--- config.mk ---
export PLATFORM = sky130hd
export DESIGN_NAME = firebird_mc_cu_flat
export DESIGN_NICKNAME = d
export VERILOG_FILES = /design/src/rtl/firebird_mc_cu_if.sv /design/src/rtl/firebird_mc_cu.sv /design/src/flat_wrapper.sv
export SDC_FILE = /design/constraint.sdc
export NUM_CORES = 1
export LEC_CHECK = 0
export ABC_CLOCK_PERIOD_IN_PS = 1500
export BUFFER_PORTS_ARGS = -buffer_cell sky130_fd_sc_hd__buf_2
export CORE_UTILIZATION = 44
export DETAILED_ROUTE_END_ITERATION = 7
export PLACE_DENSITY = 0.83
export SYNTH_ARGS = -nofsm -noshare
export SYNTH_HDL_FRONTEND = slang
export SYNTH_SLANG_ARGS = --single-unit
export TNS_END_PERCENT = 100
--- constraint.sdc ---
create_clock -name clk -period 1.5 [get_ports clk]
set_clock_uncertainty 0.1 [all_clocks]
set_input_delay 0.15 -clock clk [delete_from_list [all_inputs] [get_ports clk]]
set_output_delay 0.15 -clock clk [all_outputs]
set_load 0.01 [all_outputs]
--- src/rtl/firebird_mc_cu_if.sv ---
// Control/memory handshake bundle for the Firebird multi-cycle control unit.
// The control unit takes the master view; datapath and memory take the slave view.
interface firebird_mc_cu_if;
    logic [6:0] opcode;
    logic       mem_ready;
    logic       mem_req;
    logic       mem_write;
    logic       mem_iord;
    logic       ir_write;
    logic       pc_write;
    logic       branch;
    logic       jump;
    logic [1:0] alu_src_a;
    logic [1:0] alu_src_b;
    logic [1:0] alu_op;
    logic [1:0] mem_to_reg;
    logic       reg_write;
    logic       illegal_instr;
    logic       timeout;
    logic [2:0] state;

    modport master (
        input  opcode, mem_ready,
        output mem_req, mem_write, mem_iord, ir_write, pc_write, branch, jump,
               alu_src_a, alu_src_b, alu_op, mem_to_reg, reg_write,
               illegal_instr, timeout, state
    );

    modport slave (
        output opcode, mem_ready,
        input  mem_req, mem_write, mem_iord, ir_write, pc_write, branch, jump,
               alu_src_a, alu_src_b, alu_op, mem_to_reg, reg_write,
               illegal_instr, timeout, state
    );
endinterface

--- src/rtl/firebird_mc_cu.sv ---
// Multi-cycle RV32I control unit: sequences fetch/decode/exec/mem/writeback per
// instruction, with sticky illegal-opcode and memory-timeout traps.
module firebird_mc_cu #(
    parameter int TIMEOUT_W   = 4,
    parameter bit ENABLE_JUMP = 1'b1
) (
    input  logic             clk,
    input  logic             rst_n,
    firebird_mc_cu_if.master bus
);

    typedef enum logic [2:0] {
        S_FETCH  = 3'd0,
        S_DECODE = 3'd1,
        S_EXEC   = 3'd2,
        S_MEM    = 3'd3,
        S_WB     = 3'd4,
        S_TRAP   = 3'd5
    } state_t;

    typedef enum logic [3:0] {
        C_NONE, C_R, C_I, C_LOAD, C_STORE, C_BRANCH, C_JAL, C_JALR, C_LUI, C_AUIPC
    } class_t;

    // Last count value at which one more un-acked cycle means a trap.
    localparam logic [TIMEOUT_W-1:0] CNT_LAST = TIMEOUT_W'(2 ** TIMEOUT_W - 2);

    function automatic class_t classify(input logic [6:0] op);
        case (op)
            7'b0110011: classify = C_R;
            7'b0010011: classify = C_I;
            7'b0000011: classify = C_LOAD;
            7'b0100011: classify = C_STORE;
            7'b1100011: classify = C_BRANCH;
            7'b1101111: classify = ENABLE_JUMP ? C_JAL   : C_NONE;
            7'b1100111: classify = ENABLE_JUMP ? C_JALR  : C_NONE;
            7'b0110111: classify = ENABLE_JUMP ? C_LUI   : C_NONE;
            7'b0010111: classify = ENABLE_JUMP ? C_AUIPC : C_NONE;
            default:    classify = C_NONE;
        endcase
    endfunction

    state_t               r_state;
    class_t               r_class;
    logic [TIMEOUT_W-1:0] r_cnt;
    logic                 r_illegal;
    logic                 r_timeout;

    state_t               w_next_state;
    class_t               w_class_dec;
    logic                 w_set_ill;
    logic                 w_set_to;
    logic                 w_cnt_hit;
    logic                 w_mem_phase;

    logic       w_mem_req, w_mem_write, w_mem_iord, w_ir_write, w_pc_write;
    logic       w_branch, w_jump, w_reg_write;
    logic [1:0] w_alu_src_a, w_alu_src_b, w_alu_op, w_mem_to_reg;

    assign w_class_dec = classify(bus.opcode);
    assign w_cnt_hit   = (r_cnt == CNT_LAST);
    assign w_mem_phase = (r_state == S_FETCH) || (r_state == S_MEM);

    // NOTE: every always_comb output gets a default first so no path leaves it unassigned (no latches).
    always_comb begin
        w_next_state = r_state;
        w_set_ill    = 1'b0;
        w_set_to     = 1'b0;
        case (r_state)
            S_FETCH: begin
                if (bus.mem_ready) begin
                    w_next_state = S_DECODE;
                end else if (w_cnt_hit) begin
                    w_next_state = S_TRAP;
                    w_set_to     = 1'b1;
                end
            end
            S_DECODE: begin
                if (w_class_dec == C_NONE) begin
                    w_next_state = S_TRAP;
                    w_set_ill    = 1'b1;
                end else begin
                    w_next_state = S_EXEC;
                end
            end
            S_EXEC: begin
                case (r_class)
                    C_LOAD, C_STORE: w_next_state = S_MEM;
                    C_BRANCH:        w_next_state = S_FETCH;
                    default:         w_next_state = S_WB;
                endcase
            end
            S_MEM: begin
                if (bus.mem_ready) begin
                    w_next_state = (r_class == C_LOAD) ? S_WB : S_FETCH;
                end else if (w_cnt_hit) begin
                    w_next_state = S_TRAP;
                    w_set_to     = 1'b1;
                end
            end
            S_WB:    w_next_state = S_FETCH;
            S_TRAP:  w_next_state = S_TRAP;
            default: w_next_state = S_FETCH;
        endcase
    end

    // NOTE: sequential state uses non-blocking assignments so all registers update from pre-edge values.
    always_ff @(posedge clk) begin
        if (!rst_n) begin
            r_state   <= S_FETCH;
            r_class   <= C_NONE;
            r_cnt     <= '0;
            r_illegal <= 1'b0;
            r_timeout <= 1'b0;
        end else begin
            r_state <= w_next_state;
            if (r_state == S_DECODE) begin
                r_class <= w_class_dec;
            end
            if (!w_mem_phase || bus.mem_ready || (w_next_state != r_state)) begin
                r_cnt <= '0;
            end else begin
                r_cnt <= r_cnt + 1'b1;
            end
            if (w_set_ill) r_illegal <= 1'b1;
            if (w_set_to)  r_timeout <= 1'b1;
        end
    end

    always_comb begin
        w_mem_req    = 1'b0;
        w_mem_write  = 1'b0;
        w_mem_iord   = 1'b0;
        w_ir_write   = 1'b0;
        w_pc_write   = 1'b0;
        w_branch     = 1'b0;
        w_jump       = 1'b0;
        w_reg_write  = 1'b0;
        w_alu_src_a  = 2'b00;
        w_alu_src_b  = 2'b00;
        w_alu_op     = 2'b00;
        w_mem_to_reg = 2'b00;
        case (r_state)
            S_FETCH: begin
                w_mem_req   = 1'b1;
                w_alu_src_a = 2'b01;
                w_alu_src_b = 2'b10;
                w_ir_write  = bus.mem_ready;
                w_pc_write  = bus.mem_ready;
            end
            S_EXEC: begin
                case (r_class)
                    C_R: w_alu_op = 2'b10;
                    C_I: begin
                        w_alu_src_b = 2'b01;
                        w_alu_op    = 2'b11;
                    end
                    C_LOAD, C_STORE: w_alu_src_b = 2'b01;
                    C_BRANCH: begin
                        w_alu_op = 2'b01;
                        w_branch = 1'b1;
                    end
                    C_JAL: begin
                        w_alu_src_a = 2'b01;
                        w_alu_src_b = 2'b01;
                        w_jump      = 1'b1;
                        w_pc_write  = 1'b1;
                    end
                    C_JALR: begin
                        w_alu_src_b = 2'b01;
                        w_jump      = 1'b1;
                        w_pc_write  = 1'b1;
                    end
                    C_LUI: begin
                        w_alu_src_a = 2'b10;
                        w_alu_src_b = 2'b01;
                    end
                    C_AUIPC: begin
                        w_alu_src_a = 2'b01;
                        w_alu_src_b = 2'b01;
                    end
                    default: ;
                endcase
            end
            S_MEM: begin
                w_mem_req   = 1'b1;
                w_mem_iord  = 1'b1;
                w_mem_write = (r_class == C_STORE);
            end
            S_WB: begin
                w_reg_write = 1'b1;
                case (r_class)
                    C_LOAD:        w_mem_to_reg = 2'b01;
                    C_JAL, C_JALR: w_mem_to_reg = 2'b10;
                    default:       w_mem_to_reg = 2'b00;
                endcase
            end
            default: ;
        endcase
    end

    // Reset forces every output low combinationally, not just from the next edge.
    assign bus.mem_req       = rst_n & w_mem_req;
    assign bus.mem_write     = rst_n & w_mem_write;
    assign bus.mem_iord      = rst_n & w_mem_iord;
    assign bus.ir_write      = rst_n & w_ir_write;
    assign bus.pc_write      = rst_n & w_pc_write;
    assign bus.branch        = rst_n & w_branch;
    assign bus.jump          = rst_n & w_jump;
    assign bus.reg_write     = rst_n & w_reg_write;
    assign bus.alu_src_a     = rst_n ? w_alu_src_a  : 2'b00;
    assign bus.alu_src_b     = rst_n ? w_alu_src_b  : 2'b00;
    assign bus.alu_op        = rst_n ? w_alu_op     : 2'b00;
    assign bus.mem_to_reg    = rst_n ? w_mem_to_reg : 2'b00;
    assign bus.illegal_instr = rst_n & r_illegal;
    assign bus.timeout       = rst_n & r_timeout;
    assign bus.state         = rst_n ? r_state : 3'd0;

endmodule

--- src/flat_wrapper.sv ---
// flat-port wrapper written by rule: the top's interface ports become plain ports
module firebird_mc_cu_flat 
#(
    parameter int TIMEOUT_W   = 4,
    parameter bit ENABLE_JUMP = 1'b1
)
  (clk, rst_n, bus_opcode, bus_mem_ready, bus_mem_req, bus_mem_write, bus_mem_iord, bus_ir_write, bus_pc_write, bus_branch, bus_jump, bus_alu_src_a, bus_alu_src_b, bus_alu_op, bus_mem_to_reg, bus_reg_write, bus_illegal_instr, bus_timeout, bus_state);
  firebird_mc_cu_if bus_i ();
  input  logic clk;
  input  logic rst_n;
  input wire logic [$bits(bus_i.opcode)-1:0] bus_opcode;
  input wire logic [$bits(bus_i.mem_ready)-1:0] bus_mem_ready;
  output wire logic [$bits(bus_i.mem_req)-1:0] bus_mem_req;
  output wire logic [$bits(bus_i.mem_write)-1:0] bus_mem_write;
  output wire logic [$bits(bus_i.mem_iord)-1:0] bus_mem_iord;
  output wire logic [$bits(bus_i.ir_write)-1:0] bus_ir_write;
  output wire logic [$bits(bus_i.pc_write)-1:0] bus_pc_write;
  output wire logic [$bits(bus_i.branch)-1:0] bus_branch;
  output wire logic [$bits(bus_i.jump)-1:0] bus_jump;
  output wire logic [$bits(bus_i.alu_src_a)-1:0] bus_alu_src_a;
  output wire logic [$bits(bus_i.alu_src_b)-1:0] bus_alu_src_b;
  output wire logic [$bits(bus_i.alu_op)-1:0] bus_alu_op;
  output wire logic [$bits(bus_i.mem_to_reg)-1:0] bus_mem_to_reg;
  output wire logic [$bits(bus_i.reg_write)-1:0] bus_reg_write;
  output wire logic [$bits(bus_i.illegal_instr)-1:0] bus_illegal_instr;
  output wire logic [$bits(bus_i.timeout)-1:0] bus_timeout;
  output wire logic [$bits(bus_i.state)-1:0] bus_state;
  assign bus_i.opcode = bus_opcode;
  assign bus_i.mem_ready = bus_mem_ready;
  assign bus_mem_req = bus_i.mem_req;
  assign bus_mem_write = bus_i.mem_write;
  assign bus_mem_iord = bus_i.mem_iord;
  assign bus_ir_write = bus_i.ir_write;
  assign bus_pc_write = bus_i.pc_write;
  assign bus_branch = bus_i.branch;
  assign bus_jump = bus_i.jump;
  assign bus_alu_src_a = bus_i.alu_src_a;
  assign bus_alu_src_b = bus_i.alu_src_b;
  assign bus_alu_op = bus_i.alu_op;
  assign bus_mem_to_reg = bus_i.mem_to_reg;
  assign bus_reg_write = bus_i.reg_write;
  assign bus_illegal_instr = bus_i.illegal_instr;
  assign bus_timeout = bus_i.timeout;
  assign bus_state = bus_i.state;
  firebird_mc_cu #(.TIMEOUT_W(TIMEOUT_W), .ENABLE_JUMP(ENABLE_JUMP)) u_core (.clk(clk), .rst_n(rst_n), .bus(bus_i));
endmodule
==> summary.md <==
| Metric | Value |
|---|---|
| Initial antenna violation count | 0 |
| Vias | 1132 |
| Grt total ovfl | 0 |
| Tmin final | 1.60 ns |
| Fmax | 623 MHz |
| CP Class | flip-flop to output port |
| Layout net count | 192 |
| Distinct cell type count after synthesis | 41 |
| Slew Limit Fails | 0 |
| Least-Margin Pin Slew | 0.385 ns |
| WHS | 0.117 ns |
| Max-cap violations | 0 |
| Routability-driven placement congestion ratio | 0.847 |
| CP startpoint kind | flip-flop |
| DRT iter0 DRCs | 16 |
| Final Setup Violations | 7 |
| CTS tree | yes |
| Top Ports | 31 |
| Register area share after synthesis | 27.6% |
| Vias in the first global route | 1115 |
| Layout area overhead | 55.8% |
| Share of cells above drive strength 1 | 54.7% |
| Routed length per instance | 14.1 um |
| Max transition margin | 74.2% |
| Non-Filler Instances | 206 |
| Inserted Clock Buffers | 3 |
| Sequential cell area | 280 um^2 |
| Area of the multi-input gates | 768 um^2 |
| Peak supply drop | 0.714 mV |
| Starting Density | 47.6% |
| Critical Path Fanout Max | 7 |
| Tcrit/Tclk final | 107% |
| Core area | 1980 um^2 |
| Synthesis Warnings | 0 |
| Dominant cell type by area after synthesis | dfxtp_1 |
| Root Buffer | clkbuf_4 |
| RSZ-0062 raised after global routing | true |
| Failing checks | setup timing |
| Worst hold path type | primary input to flip-flop |
| Tot Pwr | 0.00128 W |
| Total clock sinks | 13 |
| Total global-route track usage | 24.6% |
| Die Height | 48.3 um |
| Worst skew pair latency | 0.27 ns |
| Final HPWL DP | 1820 um |
| Wire length of the first global-routing pass | 4610 um |
| Port bufs | 30 |
| Initial DRT Pass Iterations | 4 |
| Synth Register Bits | 13 |
| Leak pwr | 0.631 nW |
| Top area cells in the synthesized netlist | dfxtp_1, nor2_1, nand2_1 |
| Final WS setup | -0.105 ns |
| Syn Std Cell Area | 943 um^2 |
| DIE AREA | 2330 um^2 |
| Most common cell after layout, fill and taps aside | buf_2 |
| Row cnt | 16 |
| Crit end category | output port |
| Antenna-violating nets left | 0 |
| Largest net degree at the start of global routing | 12 |
| Die X-Extent | 48.3 um |
| PD cells | 869 nW/um^2 |
| Status | finished with violations |
| WL final | 2900 um |
| DP Cell Count | 194 |
| Antenna cells | 0 |
| Worst-path clk slew | 0.08 ns |
| Area share of the largest cell type after synthesis | 27.6% |
| Routed vias/inst | 5.50 |
| CP required | 1.25 ns |
| Drt drc | 0 |
| Layout fillers | 131 |
| Syn avg cell area | 7.15 um^2 |
| Final Hold Vio Count | 0 |
| Post-synthesis cell count | 132 |
| Most frequent cells in the layout | buf_2, buf_4, nor2_1 |
| Max H-tree Level | 1 |
| CTS max path bufs | 2 |
| Arr. time, crit path | 1.35 ns |
| Mapped Nets | 144 |
==> sequential cells by signal, summed over array words and instances, names as in the netlist <==
name and cells:
u_core.r_class 4, u_core.r_cnt 4, u_core.r_illegal 1, u_core.r_state 3
u_core.r_timeout 1
==> worst max-delay path, cell delays in order (launching register included) <==
cell and delay [ns]:
dfxtp_4 0.36, buf_6 0.13, and2b_2 0.21, mux2i_1 0.18, nor3_1 0.07, buf_2 0.14
==> where the power goes <==
group	leakage (nW)	total, W	switching, W	internal [W]
logic	0.506	0.000636	0.000324	0.000312
clock network	0.0150	0.000211	0.000108	0.000103
registers	0.110	0.000431	0.0000383	0.000393
total	0.631	0.00128	0.000470	0.000808
==> synthesized netlist by cell type, drive strengths merged <==
| cell | n |
|---|---|
| a211oi | 1 |
| a21boi | 3 |
| a21o | 1 |
| a21oi | 5 |
| a31o | 1 |
| a31oi | 3 |
| a32oi | 1 |
| and2 | 5 |
| and2b | 1 |
| and3 | 1 |
| buf | 5 |
| clkbuf | 2 |
| dfxtp | 13 |
| ha | 2 |
| inv | 7 |
| mux2i | 2 |
| nand2 | 13 |
| nand2b | 5 |
| nand3 | 3 |
| nand3b | 2 |
| nand4 | 3 |
| nor2 | 20 |
| nor2b | 1 |
| nor3 | 5 |
| nor4 | 2 |
| o211ai | 2 |
| o21a | 3 |
| o21ai | 8 |
| o21bai | 1 |
| o31a | 2 |
| or2 | 2 |
| or3 | 3 |
| or3b | 1 |
| xnor2 | 1 |
| xor2 | 2 |
==> cell type report <==
class,instances,share of cell area [%]
Tap cell,27,2.30
Timing Repair Buffer,50,22.8
Sequential cell,13,19.1
Inverter,7,1.79
Multi-Input combinational cell,105,52.3
Clock buffer,4,1.79
==> path summary, 6_finish.rpt <==
path,start,endpoint,slack [ns],cells past startpoint
hold / removal,bus_opcode[2],u_core.r_class[3]$_SDFFE_PN0N_,0.12,3
hold reg to reg,u_core.r_illegal$_SDFFE_PN0P_,u_core.r_illegal$_SDFFE_PN0P_,0.36,1
setup / recovery,u_core.r_class[1]$_SDFFE_PN0N_,bus_alu_op[0],-0.10,5
setup reg to reg,u_core.r_class[2]$_SDFFE_PN0N_,u_core.r_state[0]$_SDFF_PN0_,0.04,6
==> per-layer routing <==
layer / vias to the layer above / global-route usage (%) / routed length (um)
li1: 552 / - / -
met1: 540 / 28.0 / 1220
met2: 29 / 44.4 / 1510
met3: 11 / 3.77 / 84
met4: 0 / 12.3 / 90
met5: - / 0 / 0
==> repair_timing <==
| action | CTS | global route |
|---|---|---|
| hold buffers | 0 | 0 |
| setup endpoints to repair | 13 | 22 |
| pin swaps | 8 | 15 |
| buffers inserted | 7 | 2 |
| gates resized for setup | 26 | 34 |
==> cells by family (layout without fill, tap and decap cells) <==
logic type | Yosys count | in the layout | synth area share (%)
compound gates | 31 | 31 | 21.4
xor+xnor | 3 | 3 | 2.79
fa+ha+maj | 2 | 2 | 2.65
buf+inv | 14 | 61 | 7.03
flops | 13 | 13 | 27.6
mux | 2 | 2 | 2.12
simple gates | 67 | 67 | 36.5
==> through the flow <==
step	setup WS (ns)	util [%]	cell area, um^2	TNS, ns
floorplan	0.0273	-	948	0
global placement	0.0852	59.5	1180	0
detailed placement	0.0399	59.5	1180	0
CTS	-0.0877	66.8	1320	-0.384
global route	-0.181	74.2	1470	-1.10
finish	-0.105	74.2	1470	-0.412
No activity file was read; power rests on OpenSTA's default activity.
